### config.mk
export PLATFORM = sky130hd
export DESIGN_NAME = ucsbece154b_fifo_mp
export DESIGN_NICKNAME = d
export VERILOG_FILES = /design/src/rtl/ucsbece154b_fifo_pkg.sv /design/src/rtl/ucsbece154b_fifo_ptr.sv /design/src/rtl/ucsbece154b_fifo_mp.sv
export SDC_FILE = /design/constraint.sdc
export NUM_CORES = 1
export LEC_CHECK = 0
export BUFFER_PORTS_ARGS = -buffer_cell sky130_fd_sc_hd__buf_4
export CAP_MARGIN = 20
export CORE_MARGIN = 2
export CORE_UTILIZATION = 35
export CTS_CLUSTER_SIZE = 20
export DETAILED_ROUTE_END_ITERATION = 6
export PLACE_DENSITY = 0.6
export RECOVER_POWER = 50
export SETUP_SLACK_MARGIN = 0.05
export SLEW_MARGIN = 40
export SYNTH_ARGS = -nofsm -noshare
export SYNTH_HDL_FRONTEND = slang
export SYNTH_HIERARCHICAL = 1
export SYNTH_SLANG_ARGS = --single-unit
### constraint.sdc
create_clock -name clk_i -period 6.38 [get_ports clk_i]
set_input_delay 0.957 -clock clk_i [delete_from_list [all_inputs] [get_ports clk_i]]
set_output_delay 0.957 -clock clk_i [all_outputs]
set_load 0.005 [all_outputs]
### src/rtl/ucsbece154b_fifo_pkg.sv
// Shared helpers for the multi-port instruction-buffer FIFO.
// Lane masks are zero-extended to MAX_PORTS bits before they reach these functions.
package ucsbece154b_fifo_pkg;

  localparam int MAX_PORTS = 4;

  function automatic int popcount_therm(input logic [3:0] v);
    int n;
    n = 0;
    for (int i = 0; i < MAX_PORTS; i++) begin
      if (v[i]) n++;
    end
    return n;
  endfunction

  // A thermometer mask has no set bit above a cleared one.
  function automatic bit is_therm(input logic [3:0] v);
    bit seen_zero;
    bit ok;
    seen_zero = 1'b0;
    ok        = 1'b1;
    for (int i = 0; i < MAX_PORTS; i++) begin
      if (!v[i]) seen_zero = 1'b1;
      else if (seen_zero) ok = 1'b0;
    end
    return ok;
  endfunction

endpackage

### src/rtl/ucsbece154b_fifo_ptr.sv
// Wrapping FIFO pointer that advances by 0..NR_PORTS per cycle and
// presents ptr_q+k for every lane so read/write addressing needs no adders in the top.
module ucsbece154b_fifo_ptr
  import ucsbece154b_fifo_pkg::*;
#(
  parameter int W        = 3,
  parameter int NR_PORTS = 2,
  parameter int IW       = $clog2(NR_PORTS + 1)
) (
  input  logic                         clk_i,
  input  logic                         rst_i,
  input  logic                         clr_i,
  input  logic [IW-1:0]                inc,
  output logic [W-1:0]                 ptr_q,
  output logic [NR_PORTS-1:0][W-1:0]   ptr_plus_k
);

  always_ff @(posedge clk_i or posedge rst_i) begin
    if (rst_i)      ptr_q <= '0;
    else if (clr_i) ptr_q <= '0;
    else            ptr_q <= ptr_q + W'(inc);
  end

  for (genvar k = 0; k < NR_PORTS; k++) begin : g_lane
    assign ptr_plus_k[k] = ptr_q + W'(k);
  end

endmodule

### src/rtl/ucsbece154b_fifo_mp.sv
// Multi-port FIFO used as the fetch->decode instruction buffer: up to NR_PORTS
// pushes and pops per cycle, all-or-none push acceptance, and a flush for mispredicts.
module ucsbece154b_fifo_mp
  import ucsbece154b_fifo_pkg::*;
#(
  parameter int DATA_WIDTH     = 32,
  parameter int NR_ENTRIES     = 8,
  parameter int NR_PORTS       = 2,
  parameter int ALMOST_FULL_TH = 6
) (
  input  logic                           clk_i,
  input  logic                           rst_i,
  input  logic                           flush_i,
  input  logic [NR_PORTS-1:0]            push_i,
  input  logic [NR_PORTS*DATA_WIDTH-1:0] push_data_i,
  output logic                           push_ack_o,
  input  logic [NR_PORTS-1:0]            pop_i,
  output logic [NR_PORTS*DATA_WIDTH-1:0] data_o,
  output logic [NR_PORTS-1:0]            valid_o,
  output logic [$clog2(NR_ENTRIES):0]    count_o,
  output logic                           full_o,
  output logic                           almost_full_o
);

  localparam int AW = $clog2(NR_ENTRIES);
  localparam int CW = AW + 1;
  localparam int NW = CW + 1;
  localparam int IW = $clog2(NR_PORTS + 1);

  // Handshake: push_i is a request held by the producer; push_ack_o in the same
  // cycle means every requested lane was written, otherwise nothing was and the
  // producer retries. pop_i lanes only consume entries already shown by valid_o.

  logic [DATA_WIDTH-1:0] mem [NR_ENTRIES];

  logic [CW-1:0]                   count_q;
  logic [NR_PORTS-1:0]             valid_q;
  logic                            full_q, afull_q;
  logic [AW-1:0]                   head_q, tail_q;
  logic [NR_PORTS-1:0][AW-1:0]     head_k, tail_k;

  logic [MAX_PORTS-1:0] push_ext, pop_ext;
  logic [NW-1:0] npush, npop_req, npop, npush_acc, npop_eff, count_d;
  logic          accept;
  logic [NR_PORTS-1:0] valid_d;

  assign push_ext = MAX_PORTS'(push_i);
  assign pop_ext  = MAX_PORTS'(pop_i);

  always_comb begin
    npush     = NW'(popcount_therm(push_ext));
    npop_req  = NW'(popcount_therm(pop_ext));
    npop      = (npop_req > NW'(count_q)) ? NW'(count_q) : npop_req;
    // Room counts this cycle's pops, so a full buffer can pop and push together.
    accept    = npush <= (NW'(NR_ENTRIES) - NW'(count_q) + npop);
    push_ack_o = (npush != '0) && accept && !flush_i;
    npush_acc = (accept && !flush_i) ? npush : '0;
    npop_eff  = flush_i ? '0 : npop;
    count_d   = flush_i ? '0 : (NW'(count_q) + npush_acc - npop_eff);
    for (int k = 0; k < NR_PORTS; k++) begin
      valid_d[k] = count_d > NW'(k);
    end
  end

  ucsbece154b_fifo_ptr #(.W(AW), .NR_PORTS(NR_PORTS)) u_head (
    .clk_i      (clk_i),
    .rst_i      (rst_i),
    .clr_i      (flush_i),
    .inc        (IW'(npop_eff)),
    .ptr_q      (head_q),
    .ptr_plus_k (head_k)
  );

  ucsbece154b_fifo_ptr #(.W(AW), .NR_PORTS(NR_PORTS)) u_tail (
    .clk_i      (clk_i),
    .rst_i      (rst_i),
    .clr_i      (flush_i),
    .inc        (IW'(npush_acc)),
    .ptr_q      (tail_q),
    .ptr_plus_k (tail_k)
  );

  // Storage carries no reset; valid_o masks stale contents.
  always_ff @(posedge clk_i) begin
    for (int k = 0; k < NR_PORTS; k++) begin
      if (npush_acc > NW'(k)) mem[tail_k[k]] <= push_data_i[k*DATA_WIDTH +: DATA_WIDTH];
    end
  end

  for (genvar k = 0; k < NR_PORTS; k++) begin : g_rd
    assign data_o[k*DATA_WIDTH +: DATA_WIDTH] = mem[head_k[k]];
  end

  always_ff @(posedge clk_i or posedge rst_i) begin
    if (rst_i) begin
      count_q <= '0;
      valid_q <= '0;
      full_q  <= 1'b0;
      afull_q <= 1'b0;
    end else begin
      count_q <= count_d[CW-1:0];
      valid_q <= valid_d;
      full_q  <= count_d == NW'(NR_ENTRIES);
      afull_q <= count_d >= NW'(ALMOST_FULL_TH);
    end
  end

  assign count_o       = count_q;
  assign valid_o       = valid_q;
  assign full_o        = full_q;
  assign almost_full_o = afull_q;

  a_push_therm : assert property (@(posedge clk_i) disable iff (rst_i) is_therm(push_ext));
  a_pop_therm  : assert property (@(posedge clk_i) disable iff (rst_i) is_therm(pop_ext));

endmodule

==> flow_summary.yaml, run 1 <==
global_routing:
  grt_max_degree: 57
  grt_pass1_vias: 9947
  grt_overflow: 0
  grt_pass1_wl_um: 64180
  grt_usage: 0.1818
  antenna_found_initial: 3
sta:
  rsz0062_at_grt: "false"
  finalHoldViolations: 0
  relSlewSlack: -0.009428
  setup_tns_ns: 0
  setup-violations-final: 0
  worst_pin_slew_ns: 1.514
  period_share: 0.8849
  slew_viol_final: 22
  finClkSkew_ns: 0.01659
  max_freq_mhz: 177.1
  finalCriticalPeriod_ns: 5.646
die:
  die_x_um: 218.3
  num_rows: 78
  dieArea_mm2: 0.04767
  fp.dieH_um: 218.3
  start_util: 0.3543
  core_mm2: 0.04538
  pin_count: 144
power:
  vdd_drop_max_v: 0.0002092
  intPower_mw: 4.417
  leakagePower_nw: 6.387
  switching_share: 0.3104
  total_power_mw: 6.405
  power.net_switching_mw: 1.988
  p_seq_frac: 0.349
  p_comb_frac: 0.397
  clock_power_share: 0.254
  power.density_mw_per_mm2: 342.1
critical_path:
  worstSetupEndpoint: "data_o[40]"
  critPathKind: "reg -> out"
  cp_max_fo: 47
  start_kind: "register"
  worstSetupStartpoint: "u_head/ptr_q[0]"
  crit_required_ns: 5.42
  reg2reg_depth: 16
  reg2reg_to: "mem[4][1]"
  reg2reg_setup_slack_ns: 1.05
  arrival_ns: 4.69
  end_kind: "primary output"
  r2r-start: "count_o[1]"
routing:
  drtIter0Drc: 625
  firstDrtPassIters: 4
  antenna_left: 0
  drc: 0
  routed_via_density: 5.420
  wl_per_cell_um: 25.41
  vias: 9149
  wirelength_um: 42880
layout:
  drive_gt1_frac: 0.5709
  area_growth_pct: 16.46
  final_common_cell: "mux2_2"
  final_cell_mix: "mux2_2, edfxtp_1, mux4_2, buf_4, mux2_1"
  final_cell_area_mm2: 0.01872
  nNetsFinal: 1162
  stdcell_count: 1688
cts:
  ctsHoldBuffers: 0
  clockBufferDepth: 3
  cts_sinks: 270
  htree_levels: 1
  post_cts_buffers: 0
  clk_pin_slew_ns: 0.06
  post_cts_resized: 0
  cts_root_buffer: "clkbuf_16"
  tritoncts: "yes"
  clock_latency_ns: 0.57
  numCtsBuffers: 30
status:
  status: "complete, but fails checks"
  failed_checks: "capacitance limit, slew limit"
placed_design:
  place.detailed.hpwl_um: 26940
  dpl-instance-area_mm2: 0.01797
  gp_congestion: 0.7383
  portBuffers: 143
  dp_cells: 1628
logic_synthesis:
  yosysWarnings: 6
  synth_cells: 923
  avgSynthCellArea_um2: 17.42
  synth_area_mm2: 0.01608
flow_run:
  cap_violations: 1
min_path:
  hold_path_class: "in -> async"
[registers in the layout, summed over array words and instances, names as in the netlist]
| signal | cells |
|---|---|
| valid_o | 2 |
| almost_full_o | 1 |
| u_tail/ptr_q | 3 |
| count_o | 4 |
| mem | 256 |
| u_head/ptr_q | 3 |
| full_o | 1 |
[power by group through the flow]
stage	clock [mW]	sequential, mW	combinational, mW
2_1_floorplan	0	2.22	1.66
3_3_place_gp	0	2.27	2.62
3_5_place_dp	0	2.28	2.65
4_1_cts	1.66	2.25	2.66
5_1_grt	1.73	2.26	2.76
6_report	1.63	2.24	2.54
[metrics by stage]
stage	util	hold WS (ns)	setup slack [ns]
after global routing	0.4125	0.2952	0.3933
final	0.4126	0.3013	0.7340
after detailed placement	0.3961	0.6667	0.6422
after CTS	0.4158	0.2762	1.137
after floorplan	-	0.5417	0.7797
after global placement	0.3959	0.6387	0.7799
[routing by layer]
metal / GRT usage / vias to the layer above / routed length, um
met5: 0 / - / 9
met1: 0.2468 / 4874 / 19050
li1: - / 4065 / -
met2: 0.3122 / 167 / 21510
met3: 0.02324 / 41 / 1679
met4: 0.03787 / 2 / 639
[final cells by class]
class | count | area (um2)
Antenna cell | 2 | 5.005
Clock buffer | 44 | 824.5
Clock inverter | 11 | 71.32
Fill cell | 4171 | 26660
Inverter | 28 | 110.1
Multi-Input combinational cell | 559 | 7536
Sequential cell | 270 | 8043
Tap cell | 600 | 750.7
Timing Repair Buffer | 174 | 1384
[worst min path at each step]
stage,startpoint,end,cells after the start
after floorplan,u_head/ptr_q[2],u_head/ptr_q[2],2
after global placement,u_tail/ptr_q[2],u_tail/ptr_q[2],2
after detailed placement,u_tail/ptr_q[2],u_tail/ptr_q[2],2
after CTS,rst_i,u_tail/ptr_q[0],2
after global routing,rst_i,u_head/ptr_q[0],2
final,rst_i,u_tail/ptr_q[0],2
[worst max-delay path, cell delays in order, from the launching register on]
cell and delay (ns):
dfrtp_1 1.36, ha_2 1.41, buf_4 0.49, mux4_2 0.35, mux2_2 0.33, buf_4 0.15
Power figures use the tool's default switching activity.
==> run 2, diff against run 1 <==
CORE_ASPECT_RATIO = 1.1   (was not set)
clock period = 5.7 ns   (was 6.38 ns; I/O delays follow)
==> run 2 against run 1 <==
  * The run still ends with capacitance limit, slew limit left
  * Power rose by 15%
  * Flip-flop and latch count did not move
  * Setup slack got worse by 0.20 ns
  * Critical path depth did not move
  * Clock skew fell by 0.0035 ns
  * First-iteration DRC count fell by 14%
  * Cell area rose by 0.67%
  * Register-to-register slack got worse by 0.29 ns
  * Combinational power rose by 13%
  * Via count rose by 0.97%
  * Critical path type unchanged
  * Largest power group unchanged
==> flow_summary.yaml, run 2 (synthesized netlist as in run 1, its figures left out) <==
power:
  intPower_mw: 5.077
  clock_power_share: 0.270
  p_seq_frac: 0.341
  leakagePower_nw: 6.479
  vdd_drop_max_v: 0.0002570
  power.net_switching_mw: 2.270
  switching_share: 0.3089
  power.density_mw_per_mm2: 389.8
  p_comb_frac: 0.389
sta:
  setup_tns_ns: 0
  period_share: 0.9061
  finalHoldViolations: 0
  slew_viol_final: 66
  relSlewSlack: -0.2368
  fin_ws_ns: 0.5352
  worst_pin_slew_ns: 1.853
  finalCriticalPeriod_ns: 5.165
  finClkSkew_ns: 0.01311
  rsz0062_at_grt: "false"
  setup-violations-final: 0
  max_freq_mhz: 193.6
  hold_slack_ns: 0.2000
die:
  fp.dieH_um: 228.8
  dieArea_mm2: 0.04767
  num_rows: 82
  die_x_um: 208.4
  start_util: 0.3537
  pin_count: 144
  core_mm2: 0.04545
placed_design:
  place_ws_ns: 0.07866
  portBuffers: 143
  gp_congestion: 0.7182
  dp_cells: 1632
  place.detailed.hpwl_um: 26690
layout:
  final_cell_mix: "mux2_2, edfxtp_1, mux4_2, buf_4, mux2_1"
  stdcell_count: 1689
  final_common_cell: "mux2_2"
  multi_input_area_mm2: 0.007551
  regArea_mm2: 0.008044
  area_growth_pct: 17.24
  drive_gt1_frac: 0.5727
  nNetsFinal: 1176
  largest_reg_flops: 256
  fill_cells: 4127
cts:
  tritoncts: "yes"
  clockBufferDepth: 3
  clock_latency_ns: 0.59
  cts_root_buffer: "clkbuf_16"
  post_cts_buffers: 0
  clk_pin_slew_ns: 0.06
  numCtsBuffers: 31
  ctsHoldBuffers: 0
  post_cts_resized: 0
  cts_sinks: 270
  htree_levels: 1
global_routing:
  grt_usage: 0.1869
  antenna_found_initial: 2
  grt_pass1_wl_um: 65550
  grt_max_degree: 39
  grt_pass1_vias: 9928
  grt_overflow: 0
min_path:
  hold_path_class: "in -> async"
routing:
  antenna_left: 0
  routed_via_density: 5.470
  wirelength_um: 44570
  firstDrtPassIters: 7
  wl_per_cell_um: 26.39
  drtIter0Drc: 540
  drc: 0
  vias: 9238
critical_path:
  crit_required_ns: 4.85
  start_kind: "register"
  end_kind: "primary output"
  cp_max_fo: 38
  critPathKind: "reg -> out"
  arrival_ns: 4.31
status:
  status: "complete, but fails checks"
  failed_checks: "capacitance limit, slew limit"
flow_run:
  cap_violations: 2
## run 2: metrics by stage
stage	util	area [um2]	power, mW
global route	0.4147	18850	7.716
global placement	0.3974	18060	5.501
detailed placement	0.3987	18120	5.551
floorplan	-	16080	4.344
CTS	0.4206	19120	7.571
finish	0.4147	18850	7.347
## run 2: layer usage
metal | up-vias | global-route usage | part of all wire
met2 | 213 | 0.3215 | 0.50
li1 | 4083 | - | -
met5 | - | 0 | 0.00031
met1 | 4890 | 0.2509 | 0.44
met3 | 50 | 0.02638 | 0.043
met4 | 2 | 0.04204 | 0.017
## run 2: cell type report
type	count	area share
timing repair buffer	187	0.07507
clock inverter	21	0.01089
sequential	270	0.4268
clock buffer	35	0.04195
antenna	1	0.0001328
tap	588	0.03903
inverter	28	0.005576
multi-input combinational	559	0.4006
## run 2: worst max-delay path, cell delays in order (launching register included)
cell,delay [ns]
dfrtp_4,0.74
inv_1,1.44
buf_12,0.44
mux4_2,0.56
mux2_1,0.35
buf_4,0.15
## run 2: worst paths after layout
kind	cells after the start	from	to	slack [ns]
worst min register to register	2	u_tail/ptr_q[2]	u_tail/ptr_q[2]	0.69
max in group asynchronous	2	rst_i	valid_o[0]	5.19
worst max-delay path	5	u_head/ptr_q[0]	data_o[63]	0.54
min in group clk_i	2	push_data_i[22]	mem[7][22]	0.62
worst max register to register	16	count_o[1]	mem[7][2]	0.76
worst min-delay path	2	rst_i	u_head/ptr_q[0]	0.20
## run 2: power groups by stage
stage | sequential, mW | clock, mW | combinational [mW]
2_1_floorplan | 2.48 | 0 | 1.86
3_3_place_gp | 2.54 | 0 | 2.96
3_5_place_dp | 2.55 | 0 | 3.00
4_1_cts | 2.51 | 2.05 | 3.02
5_1_grt | 2.53 | 2.12 | 3.07
6_report | 2.50 | 1.99 | 2.86
